==> src/rtl/fetch_sequencer.sv <==
`default_nettype none
// ============================================================================
// fetch_sequencer : IF stage -- PC sequencing, imem handshake, 1-entry skid
// Revision: 1.0
// ============================================================================
module fetch_sequencer #(
  parameter logic [31:0] PC_START = 32'h0000_3000
) (
  input  logic        clk,
  input  logic        reset,
  input  logic        stall,
  input  logic        redirect_valid,
  input  logic [31:0] redirect_pc,
  output logic        imem_req,
  output logic [31:0] imem_addr,
  input  logic        imem_ack,
  input  logic [31:0] imem_rdata,
  output logic        if_valid,
  output logic [31:0] if_pc,
  output logic [31:0] if_instr
);

  localparam logic [1:0] c_idle  = 2'd0;
  localparam logic [1:0] c_fetch = 2'd1;
  localparam logic [1:0] c_hold  = 2'd2;
  localparam logic [1:0] c_drop  = 2'd3;

  logic [1:0]  r_state;
  logic [1:0]  w_next_state;
  logic [31:0] r_pc;
  logic [31:0] r_req_addr;
  logic        r_skid_valid;
  logic [31:0] r_skid_pc;
  logic [31:0] r_skid_instr;
  logic        r_if_valid;
  logic [31:0] r_if_pc;
  logic [31:0] r_if_instr;
  logic        w_advance;
  logic        w_redirect;
  logic [31:0] w_redirect_pc;
  logic [31:0] w_pc_inc;

  assign w_advance     = !r_if_valid || !stall;
  assign w_redirect    = redirect_valid && (r_state != c_idle);
  assign w_redirect_pc = redirect_pc & ~32'd3;
  assign w_pc_inc      = r_pc + 32'd4;

  assign if_valid = r_if_valid;
  assign if_pc    = r_if_pc;
  assign if_instr = r_if_instr;

  always_ff @(posedge clk or negedge reset) begin
    if (!reset) r_state <= c_idle;
    else        r_state <= w_next_state;
  end

  always_comb begin
    w_next_state = r_state;
    case (r_state)
      c_idle:  w_next_state = c_fetch;
      c_fetch: begin
        if (w_redirect)                  w_next_state = imem_ack ? c_fetch : c_drop;
        else if (imem_ack && !w_advance) w_next_state = c_hold;
      end
      c_hold:  if (w_redirect || !stall) w_next_state = c_fetch;
      c_drop:  if (!w_redirect && imem_ack) w_next_state = c_fetch;
      default: w_next_state = c_idle;
    endcase
  end

  always_comb begin
    imem_req  = 1'b0;
    imem_addr = r_pc;
    case (r_state)
      c_fetch: imem_req = 1'b1;
      c_drop: begin
        imem_req  = 1'b1;
        imem_addr = r_req_addr;
      end
      default: imem_req = 1'b0;
    endcase
  end

  always_ff @(posedge clk or negedge reset) begin
    if (!reset) begin
      r_pc         <= PC_START;
      r_req_addr   <= PC_START;
      r_skid_valid <= 1'b0;
      r_skid_pc    <= 32'd0;
      r_skid_instr <= 32'd0;
      r_if_valid   <= 1'b0;
      r_if_pc      <= 32'd0;
      r_if_instr   <= 32'd0;
    end else begin
      // Snapshot of the address on the bus, kept for the DROP drain.
      if (r_state == c_fetch) r_req_addr <= r_pc;
      if (w_redirect) begin
        r_if_valid   <= 1'b0;
        r_skid_valid <= 1'b0;
        r_pc         <= w_redirect_pc;
      end else begin
        case (r_state)
          c_fetch: begin
            if (imem_ack) begin
              r_pc <= w_pc_inc;
              if (w_advance) begin
                r_if_valid <= 1'b1;
                r_if_pc    <= r_pc;
                r_if_instr <= imem_rdata;
              end else begin
                r_skid_valid <= 1'b1;
                r_skid_pc    <= r_pc;
                r_skid_instr <= imem_rdata;
              end
            end else if (w_advance) begin
              // Decode consumed the word and nothing replaces it yet.
              r_if_valid <= 1'b0;
            end
          end
          c_hold: begin
            if (!stall) begin
              r_if_valid   <= r_skid_valid;
              r_if_pc      <= r_skid_pc;
              r_if_instr   <= r_skid_instr;
              r_skid_valid <= 1'b0;
            end
          end
          default: if (w_advance) r_if_valid <= 1'b0;
        endcase
      end
    end
  end

endmodule
`default_nettype wire

==> config.mk <==
export PLATFORM = sky130hd
export DESIGN_NAME = fetch_sequencer
export DESIGN_NICKNAME = d
export VERILOG_FILES = /design/src/rtl/fetch_sequencer.sv
export SDC_FILE = /design/constraint.sdc
export NUM_CORES = 1
export LEC_CHECK = 0
export ABC_AREA = 1
export CELL_PAD_IN_SITES_DETAIL_PLACEMENT = 0
export CELL_PAD_IN_SITES_GLOBAL_PLACEMENT = 2
export CORE_ASPECT_RATIO = 1.25
export CORE_MARGIN = 10
export CORE_UTILIZATION = 28
export CTS_BUF_LIST = sky130_fd_sc_hd__clkbuf_4 sky130_fd_sc_hd__clkbuf_8
export DETAILED_ROUTE_END_ITERATION = 7
export GPL_TIMING_DRIVEN = 0
export PLACE_DENSITY = 0.77
export SLEW_MARGIN = 20
export SYNTH_ARGS = -nofsm -noshare
export SYNTH_HDL_FRONTEND = slang
export SYNTH_SLANG_ARGS = --single-unit
==> constraint.sdc <==
create_clock -name clk -period 1.8 [get_ports clk]
set_input_delay 0.36 -clock clk [delete_from_list [all_inputs] [get_ports clk]]
set_output_delay 0.36 -clock clk [all_outputs]
set_load 0.005 [all_outputs]
==> Flow_metrics.wiki, run 1 <==
{| class="wikitable"
! Metric !! Value
|-
| Synth warnings || 0
|-
| Source of the worst register-to-register timing path || r_state[0]$_DFFE_PN0P_
|-
| Power per standard cell area || 1840 mW/mm2
|-
| FF-to-FF End || if_pc[17]$_DFFE_PN0P_
|-
| RSZ-0062 raised after global routing || true
|-
| Capturing element type of the critical path || output port
|-
| Drt via density || 4.737
|-
| Final worst-path setup slack || -0.3094 ns
|-
| Worst-case hold path end point || r_skid_instr[6]$_DFFE_PN0P_
|-
| Logic depth of the worst path, buffers included || 5
|-
| DR iter-0 viols || 579
|-
| Antenna diode instance count || 0
|-
| Antenna violations before repair || 0
|-
| Failing checks || negative setup slack
|-
| Achievable Freq || 474.1 MHz
|-
| Routing usage on met1 || 20.06%
|-
| Tightest Pin Transition || 0.6309 ns
|-
| Biggest fanout along the worst timing path || 6
|-
| Placed Cells || 1745
|-
| Number of global-route vias before repair || 8546
|-
| Total half-perimeter wirelength after legalization and detailed placement || 23.11 mm
|-
| Number of distinct library cell variants in the gate-level netlist after synthesis || 28
|-
| Syn avg cell area || 7.686 um2
|-
| Total vias in the final route || 8660
|-
| Cell Rows || 73
|-
| Standard cell with the maximum stage delay on the critical path || dfrtp_2
|-
| Type of the most critical hold path || in -> reg
|-
| Clock sink total || 188
|-
| # setup viols final || 182
|-
| First-pass GRT wire length || 49.56 mm
|-
| Most utilized layer in the global route result || met2
|-
| Fraction of the yosys area taken by sequential cells || 52.46%
|-
| Slack of the worst reg-to-reg path || -0.22 ns
|-
| Leakage power || 6.177 nW
|-
| WHS Path Cells || 3
|-
| Die outline width || 180.2 um
|-
| Fraction of met3 tracks used by global routing || 2.925%
|-
| Post-detailed-routing wire length || 33.56 mm
|-
| Met2 global-route usage || 27.06%
|-
| Average wire per standard cell || 18.36 um
|-
| Cell area after technology mapping || 0.008977 mm2
|-
| Number of cells in the finished layout apart from fillers || 1828
|-
| DRC || 0
|-
| Bufs on Longest Clock Path || 2
|-
| Worst EP required || 1.44 ns
|-
| Cell count after synthesis || 1168
|-
| Final hold violation count || 0
|-
| CP cell instances || ha_4 -> buf_8 -> clkbuf_16 -> o21ai_4 -> buf_2
|-
| Num CTS Buffers || 17
|-
| H-tree depth || 4
|-
| Final min period || 2.109 ns
|-
| Worst endpoint data arrival time || 1.75 ns
|-
| Max-slew headroom at the worst pin || 57.94%
|-
| Number of optimization iterations in the first detailed-route pass || 5
|-
| Max-slew violations || 0
|-
| Number of flip-flops and latches in the synthesized netlist || 188
|-
| Power after layout || 0.02558 W
|-
| Die extent in y || 220.2 um
|-
| Pin count of the biggest net entering global routing || 77
|-
| Count of buffering cells on the critical path with inverters included || 3
|-
| Type of origin of the critical path || register
|-
| Residual overflow from global routing || 0
|-
| Placeable Area || 0.03169 mm2
|-
| Cell at the root of the clock tree || clkbuf_8
|-
| Source-to-sink clock delay at the later pin of the worst-skew pair || 0.49 ns
|-
| Worst Setup Path Type || reg -> out
|-
| Result of the run || finished, violations left
|-
| Clock Skew || 0.02281 ns
|-
| Routed Antenna Nets || 0
|-
| Worst R2R Path Depth || 11
|-
| Overall fraction of global-route tracks in use || 15.75%
|-
| Initial core utilization || 28.32%
|-
| Worst hold path startpoint || imem_rdata[6]
|-
| Die area || 0.03967 mm2
|-
| Number of buffers added on ports || 160
|-
| Area growth from synthesis to final layout || 54.86%
|-
| Portion of the clock cycle consumed by the worst path in the final layout || 117.2%
|-
| Final GP Congestion || 0.8213
|-
| IR drop worst, VDD || 0.0005913 V
|-
| Delay of the slowest cell on the worst path || 0.45 ns
|-
| Max Cap Viol || 0
|-
| Kind of cell adding the most delay to the critical path || buffers and inverters
|-
| I/O pin count || 167
|-
| TritonCTS clock tree || yes
|-
| Fraction of final layout cells with drive strength greater than 1 || 31.50%
|-
| CTS clock-pin slew for the worst setup and hold paths || 0.10 ns
|-
| Count of nets after finishing || 1477
|}
==> synthesized netlist by cell type, drive strengths merged <==
master	instances	area share, %
o22ai	2	0.14
dfrtp	184	51
o21ai	159	8.9
inv	78	3.3
a31oi	1	0.070
buf	28	1.8
and2	1	0.070
a22oi	4	0.33
o211ai	2	0.17
nand2	266	11
nand4	1	0.070
conb	1	0.042
ha	5	0.70
or2	3	0.21
nand3	37	2.1
nor2	207	8.8
clkbuf	42	1.8
a211oi	1	0.084
dfstp	4	1.2
a21oi	138	7.7
nor3	4	0.28
==> worst register-to-register path: stages (launching register included) <==
cell	delay [ns]
dfrtp_2	0.44
buf_6	0.14
buf_6	0.11
ha_4	0.17
buf_6	0.12
nand2_2	0.06
o21ai_2	0.06
nor3_4	0.22
buf_6	0.20
buf_12	0.18
clkbuf_16	0.16
a21oi_2	0.04
==> metal layers <==
layer	up-vias	wire length, um
met5	-	0
met4	0	576
met3	27	1248
met2	201	17180
met1	4177	14550
li1	4255	-
==> placed cells by master, fill, tap and decap left out, types with 3 or more instances in the layout <==
cell type and count:
a21oi_1 69, nor3_1 3, dfstp_2 4, buf_2 33, nor2_2 10, buf_4 23
dfrtp_2 4, a22oi_1 3, nor2_4 10, clkbuf_8 25, clkbuf_2 14, nand2_1 180
dlymetal6s2s_1 12, buf_8 16, nand2_4 23, o21ai_1 39, o21ai_0 54, o21ai_2 44
nand2_2 63, clkdlybuf4s50_1 115, nand3_1 36, clkinv_2 3, clkinvlp_4 5, dfrtp_1 180
ha_4 4, nor2_1 187, clkbuf_1 5, buf_6 17, o21ai_4 22, inv_6 3
conb_1 4, buf_12 9, inv_1 72, clkbuf_4 6, a21oi_2 68, clkbuf_16 24
==> registers in the layout, indices dropped and copies added, names as in the netlist <==
signal	count
if_instr	32
if_pc	30
if_valid	1
r_pc	30
r_req_addr	30
r_skid_instr	32
r_skid_pc	30
r_skid_valid	1
r_state	2
==> cells by family after synthesis <==
group                      count (synthesis)  synth area share (%)
buffers and inverters                    148                 6.843
AOI/OAI and AO/OA                        307                 17.35
and+or+nand+nor                          519                 22.61
DFF                                      188                 52.46
other                                      1               0.04177
adders and majority gates                  5                0.6969
==> worst max path at each step <==
stage / start / end / slack, ns
final: r_state[1]$_DFFE_PN0P_ / imem_addr[17] / -0.31
after global routing: r_state[1]$_DFFE_PN0P_ / imem_addr[17] / -0.37
after floorplan: r_state[1]$_DFFE_PN0P_ / if_pc[25]$_DFFE_PN0P_ / 0.08
after detailed placement: r_state[1]$_DFFE_PN0P_ / imem_addr[30] / -0.77
after CTS: r_state[0]$_DFFE_PN0P_ / imem_addr[21] / -0.34
after global placement: reset / if_instr[6]$_DFFE_PN0P_ / -8.18
==> layout make-up <==
| class | instances | area, um2 |
|---|---|---|
| plain buffers | 67 | 734.5 |
| fillers | 3176 | 17790 |
| well taps | 412 | 515.5 |
| clock inverters | 10 | 92.59 |
| multi-input cells | 836 | 4853 |
| flip-flops and latches | 188 | 4715 |
| repair buffers | 215 | 2387 |
| clock buffers | 22 | 290.3 |
| inverters | 78 | 314.1 |
==> through the flow <==
stage / setup TNS, ns / setup WS (ns) / hold WS (ns) / utilization (%) / instance area (um2)
6_report: -27.25 / -0.3094 / 0.4436 / 43.86 / 13900
5_1_grt: -37.47 / -0.3708 / 0.4321 / 43.86 / 13900
4_1_cts: -10.52 / -0.3408 / 0.4143 / 38.52 / 12210
3_5_place_dp: -108.83 / -0.7729 / 0.4005 / 35.23 / 11170
3_3_place_gp: -1630.54 / -8.178 / 0.4659 / 35.04 / 11110
2_1_floorplan: 0 / 0.07894 / 0.06441 / - / 8989
==> power by group <==
| part | total (W) | internal (W) | leakage (nW) | switching (W) |
|---|---|---|---|---|
| logic | 0.0149 | 0.00701 | 3.73 | 0.00786 |
| registers | 0.00786 | 0.00634 | 2.26 | 0.00152 |
| clock network | 0.00285 | 0.00124 | 0.188 | 0.00161 |
==> repair_timing <==
| item | CTS | global route |
|---|---|---|
| pin swaps | 19 | 26 |
| endpoints found under the setup margin | 190 | 199 |
| cloned | 2 | 20 |
| setup buffers | 11 | 20 |
| resized for setup | 336 | 378 |
| hold buffers | 1 | 0 |
| endpoints found under the hold margin | 73 | 0 |
No activity file was read; power rests on OpenSTA's default activity.
==> run 2, diff against run 1 <==
--- a/config.mk
+++ b/config.mk
@@ -5,16 +5,15 @@
 export SDC_FILE = /design/constraint.sdc
 export NUM_CORES = 1
 export LEC_CHECK = 0
-export ABC_AREA = 1
 export CELL_PAD_IN_SITES_DETAIL_PLACEMENT = 0
 export CELL_PAD_IN_SITES_GLOBAL_PLACEMENT = 2
 export CORE_ASPECT_RATIO = 1.25
 export CORE_MARGIN = 10
-export CORE_UTILIZATION = 28
+export CORE_UTILIZATION = 32
 export CTS_BUF_LIST = sky130_fd_sc_hd__clkbuf_4 sky130_fd_sc_hd__clkbuf_8
 export DETAILED_ROUTE_END_ITERATION = 7
 export GPL_TIMING_DRIVEN = 0
-export PLACE_DENSITY = 0.77
+export PLACE_DENSITY = 0.78
 export SLEW_MARGIN = 20
 export SYNTH_ARGS = -nofsm -noshare
 export SYNTH_HDL_FRONTEND = slang
==> Flow_metrics.wiki, run 2 <==
{| class="wikitable"
! Metric !! Value
|-
| Result of the run || finished, violations left
|-
| Failing checks || negative setup slack
|-
| Residual overflow from global routing || 0 (unchanged)
|-
| Most frequent cells in the layout || dfrtp_1 (173), mux2_2 (102), clkdlybuf4s50_1 (95)
|-
| Number of distinct library cell variants in the gate-level netlist after synthesis || 56 (+100%)
|-
| Synth top cells by count || dfrtp_1 (184), mux2_2 (115), a21oi_1 (88), nor2_1 (80), mux2i_1 (63)
|-
| Max-slew headroom at the worst pin || 65.48% (+7.5 points)
|-
| Number of flip-flops and latches in the synthesized netlist || 188 (unchanged)
|-
| Placeable Area || 0.02757 mm2 (-13%)
|-
| Post-detailed-routing wire length || 32.09 mm (-4.4%)
|-
| Tightest Pin Transition || 0.5178 ns (-0.1131 ns)
|-
| H-tree depth || 4 (unchanged)
|-
| Total vias in the final route || 7512 (-13%)
|-
| Worst hold path startpoint || imem_ack
|-
| Routed Antenna Nets || 0 (unchanged)
|-
| Syn avg cell area || 11.08 um2 (+44%)
|-
| Clock Skew || 0.01253 ns (-0.01028 ns)
|-
| Share of the synthesized area in the top cell type || 51.56% (+0.27 points)
|-
| I/O pin count || 167 (unchanged)
|-
| Initial core utilization || 32.40% (+4.1 points)
|-
| Die extent in y || 206.8 um (-6.1%)
|-
| Number of optimization iterations in the first detailed-route pass || 4 (-1)
|-
| Number of cells in the finished layout apart from fillers || 1471 (-20%)
|-
| Count of nets after finishing || 1180 (-20%)
|-
| Drt via density || 5.107 (+7.8%)
|-
| Pin count of the biggest net entering global routing || 93 (+21%)
|-
| Capturing element type of the critical path || output port
|-
| IR drop worst, VDD || 0.0005692 V (-3.7%)
|-
| Power after layout || 0.02324 W (-9.2%)
|-
| Fraction of the yosys area taken by sequential cells || 52.73% (+0.27 points)
|-
| TritonCTS clock tree || yes
|-
| Type of origin of the critical path || register
|-
| Worst endpoint data arrival time || 1.97 ns (+0.22 ns)
|-
| Fraction of final layout cells with drive strength greater than 1 || 55.94% (+24 points)
|-
| Delay of the slowest cell on the worst path || 0.45 ns (about the same)
|-
| Worst slack on hold paths || 0.2973 ns (-0.1464 ns)
|-
| Area growth from synthesis to final layout || 71.59%
|-
| Async set-reset flop share out of synthesis || 100.0% (unchanged)
|-
| DRC || 0 (unchanged)
|-
| Average wire per standard cell || 21.82 um (+19%)
|-
| Final GP Congestion || 0.7864 (-4.2%)
|-
| # setup viols final || 188 (+3.3%)
|-
| Total half-perimeter wirelength after legalization and detailed placement || 19.59 mm (-15%)
|-
| Filler cells || 2337 (-26%)
|-
| Leakage power || 6.274 nW (+1.6%)
|-
| Die outline width || 169.4 um (-6.0%)
|-
| Cell with the most instances after synthesis || dfrtp_1
|-
| Cell Rows || 68 (-6.8%)
|-
| Portion of the clock cycle consumed by the worst path in the final layout || 129.4% (+12 points)
|-
| Cell at the root of the clock tree || clkbuf_8
|-
| Cell area after technology mapping || 0.008931 mm2 (-0.52%)
|-
| Most frequent standard cell in the layout excluding fill and tap cells || dfrtp_1
|-
| Cell occurring most often along the worst timing path || buf_6
|-
| Placed Cells || 1320 (-24%)
|-
| Worst EP required || 1.44 ns (about the same)
|-
| Biggest fanout along the worst timing path || 7 (+1)
|-
| Cell types with the largest area share after synthesis || dfrtp_1 (52%), mux2_2 (14%), mux2i_1 (7.1%)
|-
| Max-slew violations || 0 (unchanged)
|-
| Final worst-path setup slack || -0.5291 ns (-0.2197 ns)
|-
| FF-to-FF End || if_pc[19]$_DFFE_PN0P_
|-
| Cell count after synthesis || 806 (-31%)
|-
| DR iter-0 viols || 561 (-3.1%)
|-
| Die area || 0.03503 mm2 (-12%)
|-
| Cell type contributing the most total cell area after synthesis || dfrtp_1
|-
| Worst Setup Path Type || reg -> out
|-
| WHS Path Cells || 3 (unchanged)
|-
| Source-to-sink clock delay at the later pin of the worst-skew pair || 0.49 ns (about the same)
|-
| Power per standard cell area || 1517 mW/mm2 (-18%)
|-
| Predominant post-synthesis flop cell || dfrtp_1
|-
| CP cell instances || ha_4 -> clkbuf_16 -> buf_8 -> buf_6 -> mux2_4 -> buf_6
|-
| First-pass GRT wire length || 47.64 mm (-3.9%)
|-
| Final min period || 2.329 ns (+0.2197 ns)
|-
| Clock sink total || 188 (unchanged)
|-
| Number of buffers added on ports || 159 (-0.63%)
|-
| Utilization of the core after routing || 55.59% (+12 points)
|-
| Antenna violations before repair || 1 (+1)
|-
| Achievable Freq || 429.3 MHz (-9.4%)
|-
| Standard cell with the maximum stage delay on the critical path || dfrtp_2
|-
| Number of global-route vias before repair || 7844 (-8.2%)
|-
| Slack of the worst reg-to-reg path || -0.26 ns (-0.04 ns)
|-
| Worst-case hold path end point || r_state[0]$_DFFE_PN0P_
|-
| Source of the worst register-to-register timing path || r_state[1]$_DFFE_PN0P_
|-
| Overall fraction of global-route tracks in use || 17.62% (+1.9 points)
|-
| Bufs on Longest Clock Path || 2 (unchanged)
|-
| Num CTS Buffers || 17 (unchanged)
|-
| Max Cap Viol || 0 (unchanged)
|-
| Type of the most critical hold path || in -> reg
|-
| Final hold violation count || 0 (unchanged)
|-
| Number of enable flip-flop cells after synthesis || 0 (unchanged)
|-
| Worst R2R Path Depth || 12 (+1)
|-
| Synth warnings || 0 (unchanged)
|-
| CTS clock-pin slew for the worst setup and hold paths || 0.10 ns (about the same)
|-
| RSZ-0062 raised after global routing || true
|}
## run 2: area by class of cell
class                      instances  area [um2]  area share (%)
multi-input combinational        543        5381           35.12
sequential                       188        4723           30.82
timing repair buffer             292        3490           22.77
buffer                            55       854.6           5.576
tap                              350       437.9           2.858
clock buffer                      19       249.0           1.625
clock inverter                    13       142.6          0.9308
inverter                           9       41.29          0.2694
antenna                            2       5.005         0.03266
## run 2: cells by family (layout without fill, tap and decap cells)
logic type | Yosys count | in the layout | share of synthesized area (%)
AOI/OAI and AO/OA | 165 | 165 | 10.89
other | 1 | 6 | 0.04199
buffers and inverters | 78 | 388 | 3.727
adders and majority gates | 5 | 5 | 0.7005
muxes | 178 | 178 | 21.56
and+or+nand+nor | 191 | 191 | 10.35
DFF | 188 | 188 | 52.73
## run 2: power breakdown
| part | switching, W | internal (W) |
|---|---|---|
| logic | 0.00518 | 0.00731 |
| registers | 0.00158 | 0.00624 |
| clock network | 0.00165 | 0.00128 |
## run 2: timing repair
| action | CTS | global route |
|---|---|---|
| endpoints found under the hold margin | 45 | 0 |
| resized for setup | 551 | 263 |
| hold buffers | 1 | 0 |
| setup endpoints to repair | 221 | 230 |
| pin swaps | 41 | 49 |
| gates cloned | 22 | 9 |
| buffers inserted | 76 | 38 |
## run 2: how the worst max path moves through the flow
stage	start	endpoint	slack, ns	depth (start not counted)
floorplan	r_pc[3]$_DFFE_PN0P_	r_pc[30]$_DFFE_PN0P_	-0.01	6
global route	r_state[0]$_DFFE_PN0P_	imem_addr[17]	-0.57	6
detailed placement	r_state[1]$_DFFE_PN0P_	imem_req	-0.90	6
global placement	reset	r_pc[2]$_DFFE_PN0P_	-8.86	1
finish	r_state[1]$_DFFE_PN0P_	imem_addr[17]	-0.53	6
CTS	r_state[1]$_DFFE_PN0P_	imem_addr[17]	-0.55	6
## run 2: per-stage QoR
| step | cell area (um2) | setup TNS, ns | worst slack (ns) |
|---|---|---|---|
| after CTS | 14200 | -42.91 | -0.5491 |
| final | 15320 | -38.74 | -0.5291 |
| after global placement | 11060 | -1638.92 | -8.865 |
| after detailed placement | 11120 | -127.49 | -0.9032 |
| after global routing | 15320 | -48.72 | -0.5747 |
| after floorplan | 9026 | -0.009714 | -0.009714 |
## run 2: critical path, delay by kind of cell (launching register included)
family,cells,cell delay (ns)
fa+ha+maj,1,0.17
buf+inv,4,0.55
flops,1,0.45
mux,1,0.30
## run 2: metal layers
| metal | part of all wire (%) | global-route usage, % |
|---|---|---|
| met1 | 41 | 21.43 |
| met3 | 4.4 | 3.390 |
| met4 | 1.5 | 4.907 |
| met5 | 0 | 0 |
| met2 | 53 | 31.10 |
==> run 3, diff against run 2 <==
--- a/config.mk
+++ b/config.mk
@@ -8,7 +8,7 @@
 export CELL_PAD_IN_SITES_DETAIL_PLACEMENT = 0
 export CELL_PAD_IN_SITES_GLOBAL_PLACEMENT = 2
 export CORE_ASPECT_RATIO = 1.25
-export CORE_MARGIN = 10
+export CORE_MARGIN = 8
 export CORE_UTILIZATION = 32
 export CTS_BUF_LIST = sky130_fd_sc_hd__clkbuf_4 sky130_fd_sc_hd__clkbuf_8
 export DETAILED_ROUTE_END_ITERATION = 7
==> Flow_metrics.wiki, run 3 (same netlist as run 2, synthesis figures left out) <==
{| class="wikitable"
! Metric !! Value
|-
| Result of the run || finished, violations left
|-
| Failing checks || negative setup slack
|-
| Drt via density || 5.131 (+0.47%)
|-
| Number of optimization iterations in the first detailed-route pass || 4 (unchanged)
|-
| Filler cells || 2404 (+2.9%)
|-
| Power after layout || 0.02267 W (-2.5%)
|-
| Bufs on Longest Clock Path || 2 (unchanged)
|-
| Source-to-sink clock delay at the later pin of the worst-skew pair || 0.48 ns (about the same)
|-
| Cell Rows || 68 (unchanged)
|-
| Total vias in the final route || 7404 (-1.4%)
|-
| Worst endpoint data arrival time || 1.89 ns (-0.08 ns)
|-
| Worst setup path startpoint || r_state[1]$_DFFE_PN0P_
|-
| Capturing element type of the critical path || output port
|-
| Clock Skew || 0.01258 ns (+0.00005560 ns)
|-
| Proportion of power drawn by the clock network || 14.2% (+1.6 points)
|-
| Overall fraction of global-route tracks in use || 18.01% (+0.40 points)
|-
| Final GP Congestion || 0.7904 (+0.51%)
|-
| Number of buffers added on ports || 159 (unchanged)
|-
| Power dissipated by switching net loads || 0.008002 W (-4.9%)
|-
| Cell occurring most often along the worst timing path || clkbuf_16
|-
| Placed standard-cell area || 0.01112 mm2 (unchanged)
|-
| Placeable Area || 0.02757 mm2 (unchanged)
|-
| H-tree depth || 4 (unchanged)
|-
| Cell at the root of the clock tree || clkbuf_8
|-
| Total half-perimeter wirelength after legalization and detailed placement || 19.14 mm (-2.3%)
|-
| Register share of total power || 34.4% (+0.8 points)
|-
| Switching share of total power || 35.30% (-0.91 points)
|-
| Post-detailed-routing wire length || 30.81 mm (-4.0%)
|-
| DR iter-0 viols || 499 (-11%)
|-
| # setup viols final || 188 (unchanged)
|-
| DRC || 0 (unchanged)
|-
| Routed Antenna Nets || 0 (unchanged)
|-
| Worst EP required || 1.44 ns (about the same)
|-
| Worst Setup Path Type || reg -> out
|-
| Utilization of the core after routing || 53.62% (-2.0 points)
|-
| Number of global-route vias before repair || 7522 (-4.1%)
|-
| CP cell instances || ha_4 -> clkbuf_16 -> clkbuf_16 -> mux2_4 -> buf_6
|-
| Die area || 0.03354 mm2 (-4.2%)
|-
| Max-slew violations || 0 (unchanged)
|-
| Final hold violation count || 0 (unchanged)
|-
| Delay of the slowest cell on the worst path || 0.45 ns (about the same)
|-
| Type of the most critical hold path || in -> reg
|-
| Power per standard cell area || 1533 mW/mm2 (+1.1%)
|-
| Antenna violations before repair || 0 (-1)
|-
| RSZ-0062 raised after global routing || true
|-
| Standard cell with the maximum stage delay on the critical path || dfrtp_2
|-
| Max Cap Viol || 0 (unchanged)
|-
| Worst hold path startpoint || imem_ack
|-
| Routing usage on met1 || 23.41% (+2.0 points)
|-
| Area growth from synthesis to final layout || 65.51%
|-
| Met2 global-route usage || 30.32% (-0.78 points)
|-
| Count of nets after finishing || 1154 (-2.2%)
|-
| Antenna diode instance count || 0 (-2)
|-
| Final design instance area without fill || 0.01478 mm2 (-3.5%)
|-
| Most frequent standard cell in the layout excluding fill and tap cells || dfrtp_1
|-
| Fraction of met3 tracks used by global routing || 2.877% (-0.51 points)
|-
| Pin count of the biggest net entering global routing || 79 (-15%)
|-
| Biggest fanout along the worst timing path || 7 (unchanged)
|-
| First-pass GRT wire length || 46.20 mm (-3.0%)
|-
| Most utilized layer in the global route result || met2
|-
| Final worst-path setup slack || -0.4517 ns (+0.07738 ns)
|-
| Die outline width || 165.4 um (-2.4%)
|-
| Clock sink total || 188 (unchanged)
|-
| Num CTS Buffers || 17 (unchanged)
|-
| IR drop worst, VDD || 0.0005548 V (-2.5%)
|-
| I/O pin count || 167 (unchanged)
|-
| Source of the worst register-to-register timing path || r_state[1]$_DFFE_PN0P_
|-
| Internal power summed over all cells || 0.01466 W (-1.1%)
|-
| Residual overflow from global routing || 0 (unchanged)
|-
| Fraction of final layout cells with drive strength greater than 1 || 52.42% (-3.5 points)
|-
| Type of origin of the critical path || register
|-
| Average wire per standard cell || 21.35 um (-2.2%)
|-
| Combinational share of power || 51.4% (-2.4 points)
|-
| Final min period || 2.252 ns (-0.07738 ns)
|-
| Most frequent cells in the layout || dfrtp_1 (174), mux2_2 (105), clkdlybuf4s50_1 (95)
|-
| Initial core utilization || 32.40% (unchanged)
|-
| Achievable Freq || 444.1 MHz (+3.4%)
|-
| Portion of the clock cycle consumed by the worst path in the final layout || 125.1% (-4.3 points)
|-
| Die extent in y || 202.8 um (-1.9%)
|-
| CTS clock-pin slew for the worst setup and hold paths || 0.10 ns (about the same)
|-
| TritonCTS clock tree || yes
|-
| Leakage power || 6.075 nW (-3.2%)
|}
## run 3: changes by cell type in the layout (fill, tap and decap cells not counted), moves of 5 or more
cell / delta
a21oi_4: -6
buf_6: -23
buf_4: -15
nand2_1: +5
nor2_4: -12
clkbuf_8: +5
buf_8: +10
nor2_1: +16
buf_12: -5
clkbuf_16: -8
## run 3: power groups by stage
stage | combinational (W) | sequential, W | clock [W]
detailed placement | 0.00794 | 0.00765 | 0
CTS | 0.0103 | 0.00760 | 0.00332
finish | 0.0116 | 0.00779 | 0.00323
global placement | 0.00786 | 0.00757 | 0
global route | 0.0125 | 0.00806 | 0.00347
floorplan | 0.00416 | 0.00731 | 0
## run 3: through the flow
stage	worst slack, ns	cells	setup TNS (ns)	hold slack [ns]
global route	-0.5023	1443	-55.01	0.3015
global placement	-8.860	1318	-1639.34	0.4614
finish	-0.4517	1443	-42.28	0.3039
CTS	-0.4980	1431	-49.34	0.2512
detailed placement	-0.9070	1320	-128.00	0.2993
floorplan	-0.009714	809	-0.009714	0.06441
## run 3: critical path: cells and delay by family, from the launching register on
kind	cells	cell delay (ns)
fa+ha+maj	1	0.18
buf+inv	3	0.47
flops	1	0.45
mux	1	0.31
## run 3: worst paths after layout
path | end | slack [ns] | cells past startpoint
min | r_state[0]$_DFFE_PN0P_ | 0.30 | 3
min reg2reg | r_skid_pc[14]$_DFFE_PN0P_ | 0.49 | 2
min in group asynchronous | r_req_addr[26]$_DFFE_PN0P_ | 0.37 | 2
max in group asynchronous | r_pc[3]$_DFFE_PN0P_ | 0.30 | 4
max | imem_addr[29] | -0.45 | 5
max reg2reg | if_pc[14]$_DFFE_PN0P_ | -0.36 | 12
## run 3: timing repair
action | CTS | global route
gates cloned | 24 | 5
pin swaps | 23 | 46
endpoints found under the setup margin | 219 | 217
hold buffers | 1 | 0
endpoints found under the hold margin | 47 | 0
buffers inserted | 59 | 21
resized for setup | 423 | 277
## run 3: metal layers
layer / up-vias / wire length, um
met5: - / 0
met4: 0 / 371
met3: 23 / 1270
met2: 169 / 15890
met1: 3787 / 13280
li1: 3425 / -
## run 3: cell type report
| cell class | instances | area [um2] | share of cell area (%) |
|---|---|---|---|
| sequential | 188 | 4722 | 31.95 |
| clock inverter | 10 | 162.7 | 1.100 |
| buffer | 59 | 873.3 | 5.908 |
| multi-input combinational | 543 | 5174 | 35.00 |
| clock buffer | 22 | 290.3 | 1.964 |
| timing repair buffer | 262 | 3083 | 20.86 |
| tap | 350 | 437.9 | 2.963 |
| inverter | 9 | 38.79 | 0.2624 |
